`config.mk`:
```
export PLATFORM = sky130hd
export DESIGN_NAME = pixel_mem_arbiter
export DESIGN_NICKNAME = d
export VERILOG_FILES = /design/src/rtl/pixel_mem_arbiter.sv
export SDC_FILE = /design/constraint.sdc
export NUM_CORES = 1
export LEC_CHECK = 0
export CORE_ASPECT_RATIO = 2
export CORE_MARGIN = 4
export CORE_UTILIZATION = 35
export DETAILED_ROUTE_END_ITERATION = 12
export PLACE_DENSITY_LB_ADDON = 0.05
export REMOVE_ABC_BUFFERS = 1
export SLEW_MARGIN = 5
export SYNTH_ARGS = -nofsm -noshare
export SYNTH_HDL_FRONTEND = slang
export SYNTH_SLANG_ARGS = --single-unit
```
`constraint.sdc`:
```
create_clock -name clk -period 2.8 [get_ports clk]
set_input_delay 0.56 -clock clk [delete_from_list [all_inputs] [get_ports clk]]
set_output_delay 0.56 -clock clk [all_outputs]
set_load 0.05 [all_outputs]
```
`src/rtl/pixel_mem_arbiter.sv`:
```
// Single-port pixel RAM arbiter: scanout reads have priority during active video,
// while a one-entry host write buffer drains in blanking or by stealing a cycle once starved.
module pixel_mem_arbiter #(
  parameter int ADDR_W       = 11,
  parameter int DATA_W       = 6,
  parameter int STARVE_LIMIT = 64
) (
  input  logic              clk,
  input  logic              rst,
  input  logic              active,
  input  logic [ADDR_W-1:0] scan_addr,
  input  logic              host_valid,
  input  logic [ADDR_W-1:0] host_addr,
  input  logic [DATA_W-1:0] host_data,
  output logic              host_ready,
  output logic              mem_en,
  output logic              mem_we,
  output logic [ADDR_W-1:0] mem_addr,
  output logic [DATA_W-1:0] mem_wdata,
  input  logic [DATA_W-1:0] mem_rdata,
  output logic [DATA_W-1:0] pixel_out,
  output logic              pixel_hold,
  output logic [7:0]        steal_count
);

  localparam int SW = $clog2(STARVE_LIMIT + 1);
  localparam logic [SW-1:0] LIMIT = SW'(STARVE_LIMIT);

  typedef enum logic [1:0] {IDLE, PEND, WRITE} state_t;

  state_t            state_q, state_d;
  logic              buf_full_q, buf_full_d;
  logic [ADDR_W-1:0] buf_addr_q, buf_addr_d;
  logic [DATA_W-1:0] buf_data_q, buf_data_d;
  logic              host_ready_q, host_ready_d;
  logic [SW-1:0]     starve_q, starve_d;
  logic              read_pend_q, read_pend_d;
  logic [DATA_W-1:0] pixel_q, pixel_d;
  logic              hold_q, hold_d;
  logic [7:0]        steal_q, steal_d;

  logic accept, grant_write, grant_read;

  assign accept      = host_valid && host_ready_q;
  // Gated by rst so the RAM port is quiet while reset is held, even during active video.
  assign grant_write = !rst && buf_full_q && (!active || (starve_q >= LIMIT));
  assign grant_read  = !rst && !grant_write && active;

  always_comb begin
    mem_en    = grant_write || grant_read;
    mem_we    = grant_write;
    mem_addr  = '0;
    mem_wdata = '0;
    if (grant_write) begin
      mem_addr  = buf_addr_q;
      mem_wdata = buf_data_q;
    end else if (grant_read) begin
      mem_addr  = scan_addr;
    end
  end

  always_comb begin
    // NOTE: every next-state value gets a default first so no path leaves it unassigned (no latches).
    state_d     = state_q;
    buf_full_d  = buf_full_q;
    buf_addr_d  = buf_addr_q;
    buf_data_d  = buf_data_q;
    starve_d    = starve_q;
    pixel_d     = pixel_q;
    steal_d     = steal_q;
    read_pend_d = grant_read;
    hold_d      = grant_write && active;

    unique case (state_q)
      IDLE:    if (accept) state_d = PEND;
      PEND:    if (grant_write) state_d = WRITE;
      WRITE:   state_d = accept ? PEND : IDLE;
      default: state_d = IDLE;
    endcase

    // Accept and write never coincide: host_ready is low whenever the buffer is full.
    if (accept) begin
      buf_full_d = 1'b1;
      buf_addr_d = host_addr;
      buf_data_d = host_data;
    end else if (grant_write) begin
      buf_full_d = 1'b0;
    end
    host_ready_d = !buf_full_d;

    if (!buf_full_q || grant_write) starve_d = '0;
    else if (active && (starve_q < LIMIT)) starve_d = starve_q + 1'b1;

    if (read_pend_q) pixel_d = mem_rdata;
    if (grant_write && active && (steal_q != 8'hFF)) steal_d = steal_q + 8'd1;
  end

  // NOTE: sequential state uses non-blocking assignments so all registers update together on the edge.
  always_ff @(posedge clk or posedge rst) begin
    if (rst) begin
      state_q      <= IDLE;
      buf_full_q   <= 1'b0;
      buf_addr_q   <= '0;
      buf_data_q   <= '0;
      host_ready_q <= 1'b1;
      starve_q     <= '0;
      read_pend_q  <= 1'b0;
      pixel_q      <= '0;
      hold_q       <= 1'b0;
      steal_q      <= '0;
    end else begin
      state_q      <= state_d;
      buf_full_q   <= buf_full_d;
      buf_addr_q   <= buf_addr_d;
      buf_data_q   <= buf_data_d;
      host_ready_q <= host_ready_d;
      starve_q     <= starve_d;
      read_pend_q  <= read_pend_d;
      pixel_q      <= pixel_d;
      hold_q       <= hold_d;
      steal_q      <= steal_d;
    end
  end

  assign host_ready  = host_ready_q;
  assign pixel_out   = pixel_q;
  assign pixel_hold  = hold_q;
  assign steal_count = steal_q;

endmodule

```
==> impl_metrics.env <==
export IMPL_status="finished clean"
export IMPL_mostFrequentLayoutCells="53 x clkdlybuf4s50_1, 41 x dfrtp_1, 25 x mux2_2"
export IMPL_final_common_cell="clkdlybuf4s50_1"
export IMPL_multi_input_area_sq_um=788
export IMPL_drt_first_pass_iters=4
export IMPL_ant_nets=0
export IMPL_dieArea_sq_um=6690
export IMPL_timing_fmax_mhz=384
export IMPL_ctsHoldBuffers=0
export IMPL_pwr_density_cell_nw_per_um2=634
export IMPL_hp_start="buf_data_q[3]"
export IMPL_netlist_area_sq_um=1880
export IMPL_grt_max_degree=43
export IMPL_cp_endpoint="mem_en"
export IMPL_regToRegEndpoint="steal_count[6]"
export IMPL_crit_start="active"
export IMPL_track_usage_pct=14.1
export IMPL_crit_chain="clkdlybuf4s50_1, nor2b_1, nor3b_4, buf_12, or2_2, buf_4"
export IMPL_fp_dieH_um=112
export IMPL_fin_nets=264
export IMPL_final_area_sq_um=2850
export IMPL_post_route_min_period_ns=2.60
export IMPL_gp_congestion=0.701
export IMPL_clock_path_buffers=2
export IMPL_syn_inst=144
export IMPL_grt_pass1_vias=1534
export IMPL_relSlewSlack_pct=48.0
export IMPL_setup_violations=0
export IMPL_area_sequential_sq_um=1050
export IMPL_rows=37
export IMPL_dp_cells=275
export IMPL_initial_core_util_pct=36.3
export IMPL_drc=0
export IMPL_post_cts_buffers=0
export IMPL_cp_max_fo=19
export IMPL_critPathArrivalTime_ns=2.04
export IMPL_post_drt_wl_per_cell_um=16.0
export IMPL_max_stage_delay_ns=0.48
export IMPL_cts_sinks=42
export IMPL_dieWidth_um=59.9
export IMPL_rsz0062_at_grt="no"
export IMPL_finClkSkew_ns=0.00293
export IMPL_timing_hold_ws_ns=0.501
export IMPL_antenna_found_initial=0
export IMPL_worstSetupPathType="in -> out"
export IMPL_leakage_nw=1.25
export IMPL_end_kind="output port"
export IMPL_root_buffer="clkbuf_8"
export IMPL_drv_slew=0
export IMPL_synth_warnings=0
export IMPL_path_delay_family="buffers and inverters"
export IMPL_grt_overflow_total=0
export IMPL_cts_repair_resized=0
export IMPL_clkTransAtPathRegs_ns=0.08
export IMPL_dpl_cell_area_sq_um=2740
export IMPL_seq_area_frac_synth_pct=55.9
export IMPL_syn_avg_cell_area_sq_um=13.1
export IMPL_hold_class="reg -> reg"
export IMPL_htree_levels=2
export IMPL_cts_tree="done"
export IMPL_r2r_cells=5
export IMPL_grt_first_pass_wirelength_mm=7.35
export IMPL_n_antenna_cell=0
export IMPL_cp_depth=6
export IMPL_synth_seq_cells=42
export IMPL_period_share_pct=93.0
export IMPL_reg2reg_from="steal_count[0]"
export IMPL_slowest_stage="clkdlybuf4s50_1"
export IMPL_syn_to_final_growth_pct=51.4
export IMPL_path_buf_inv=3
export IMPL_dp_hpwl_mm=3.44
export IMPL_drv_cap=0
export IMPL_place_ws_ns=0.194
export IMPL_drt_initial_drc_count=32
export IMPL_final_cells=283
export IMPL_finalHoldViolations=0
export IMPL_cts_made_buffers=5
export IMPL_reg2reg_slack_ns=1.04
export IMPL_clkLatencyLatePin_ns=0.28
export IMPL_drt_wl_total_mm=4.52
export IMPL_via_per_inst=4.98
export IMPL_ir_drop_mv=0.500
export IMPL_io_pins=73
export IMPL_core_area_sq_um=5180
export IMPL_nFillCells=475
export IMPL_tightest_slew_ns=0.778
export IMPL_cp_required_ns=2.24
export IMPL_ys_types=32
export IMPL_fin_ws_ns=0.197
export IMPL_drive_above_1_share_pct=29.3
export IMPL_vias=1408
export IMPL_io_buffers=72
export IMPL_startpoint_type="primary input"
cell type report:
class | instances | share of cell area, %
clock inverter | 3 | 1.40
tap | 58 | 2.54
clock buffer | 5 | 2.41
timing repair buffer | 78 | 28.7
multi-input combinational | 94 | 27.6
inverter | 3 | 0.395
sequential | 42 | 36.9
metal layers:
metal  up-vias  track usage, %  wire length [um]
li1        666               -                 -
met5         -               0                 0
met4         0            4.88                74
met1       688            16.0              1690
met3         5            2.78               252
met2        49            25.1              2510
registers in the layout (all words and copies together) (netlist names):
name	count
host_ready	1
read_pend_q	1
buf_data_q	6
buf_full_q	1
buf_addr_q	11
starve_q	7
steal_count	8
pixel_out	6
pixel_hold	1
how the worst min path moves through the flow:
stage | end | slack (ns) | cells past startpoint
6_report | buf_data_q[3] | 0.50 | 1
5_1_grt | buf_data_q[1] | 0.52 | 1
4_1_cts | buf_data_q[5] | 0.51 | 1
3_5_place_dp | buf_data_q[5] | 0.49 | 1
3_3_place_gp | buf_data_q[2] | 0.48 | 1
2_1_floorplan | buf_data_q[0] | 0.47 | 1
cell families after synthesis:
logic type	count (synthesis)	synth area share, %
buffers and inverters	8	2.26
and+or+nand+nor	41	13.6
adders and majority gates	2	1.33
DFF	42	55.9
xor gates and xnor gates	10	4.65
muxes	27	16.1
AOI/OAI and AO/OA	14	6.25
synth_stat cells:
cell type / instances / area, sq um
mux2i_1: 1 / 10.0
xnor2_1: 5 / 43.8
inv_1: 3 / 11.3
a31oi_1: 1 / 6.26
nor2b_1: 1 / 6.26
nand2b_1: 1 / 6.26
buf_2: 1 / 5.00
nor4b_4: 1 / 23.8
nand4_1: 5 / 31.3
and2_1: 6 / 37.5
nor2_1: 8 / 30.0
mux2_1: 1 / 11.3
nor3b_4: 1 / 18.8
and3_1: 2 / 12.5
dfstp_2: 1 / 26.3
nand2_2: 2 / 12.5
clkbuf_1: 2 / 7.51
or3_4: 1 / 11.3
nand3_1: 2 / 10.0
buf_6: 1 / 11.3
a22o_1: 11 / 96.3
buf_4: 1 / 7.51
o21ai_1: 1 / 5.00
dfrtp_1: 41 / 1030
or2_2: 1 / 6.26
o31a_2: 1 / 10.0
mux2_2: 25 / 282
nand2_1: 8 / 30.0
ha_1: 2 / 25.0
xor2_1: 5 / 43.8
and4_1: 1 / 8.76
and4b_1: 1 / 10.0
metrics by stage:
stage	TNS, ns	power, mW	util (%)
5_1_grt	0	1.90	55.0
3_3_place_gp	0	1.34	52.9
3_5_place_dp	0	1.37	52.9
2_1_floorplan	-2.10	1.14	-
4_1_cts	0	1.85	55.0
6_report	0	1.81	55.0
power by group:
group	internal [mW]	switching, mW	total [mW]	leakage (nW)
logic	0.266	0.294	0.560	0.670
clock network	0.262	0.198	0.460	0.0579
registers	0.726	0.0618	0.788	0.526
total	1.25	0.553	1.81	1.25
Note: power is estimated with default switching activity, not from simulation.
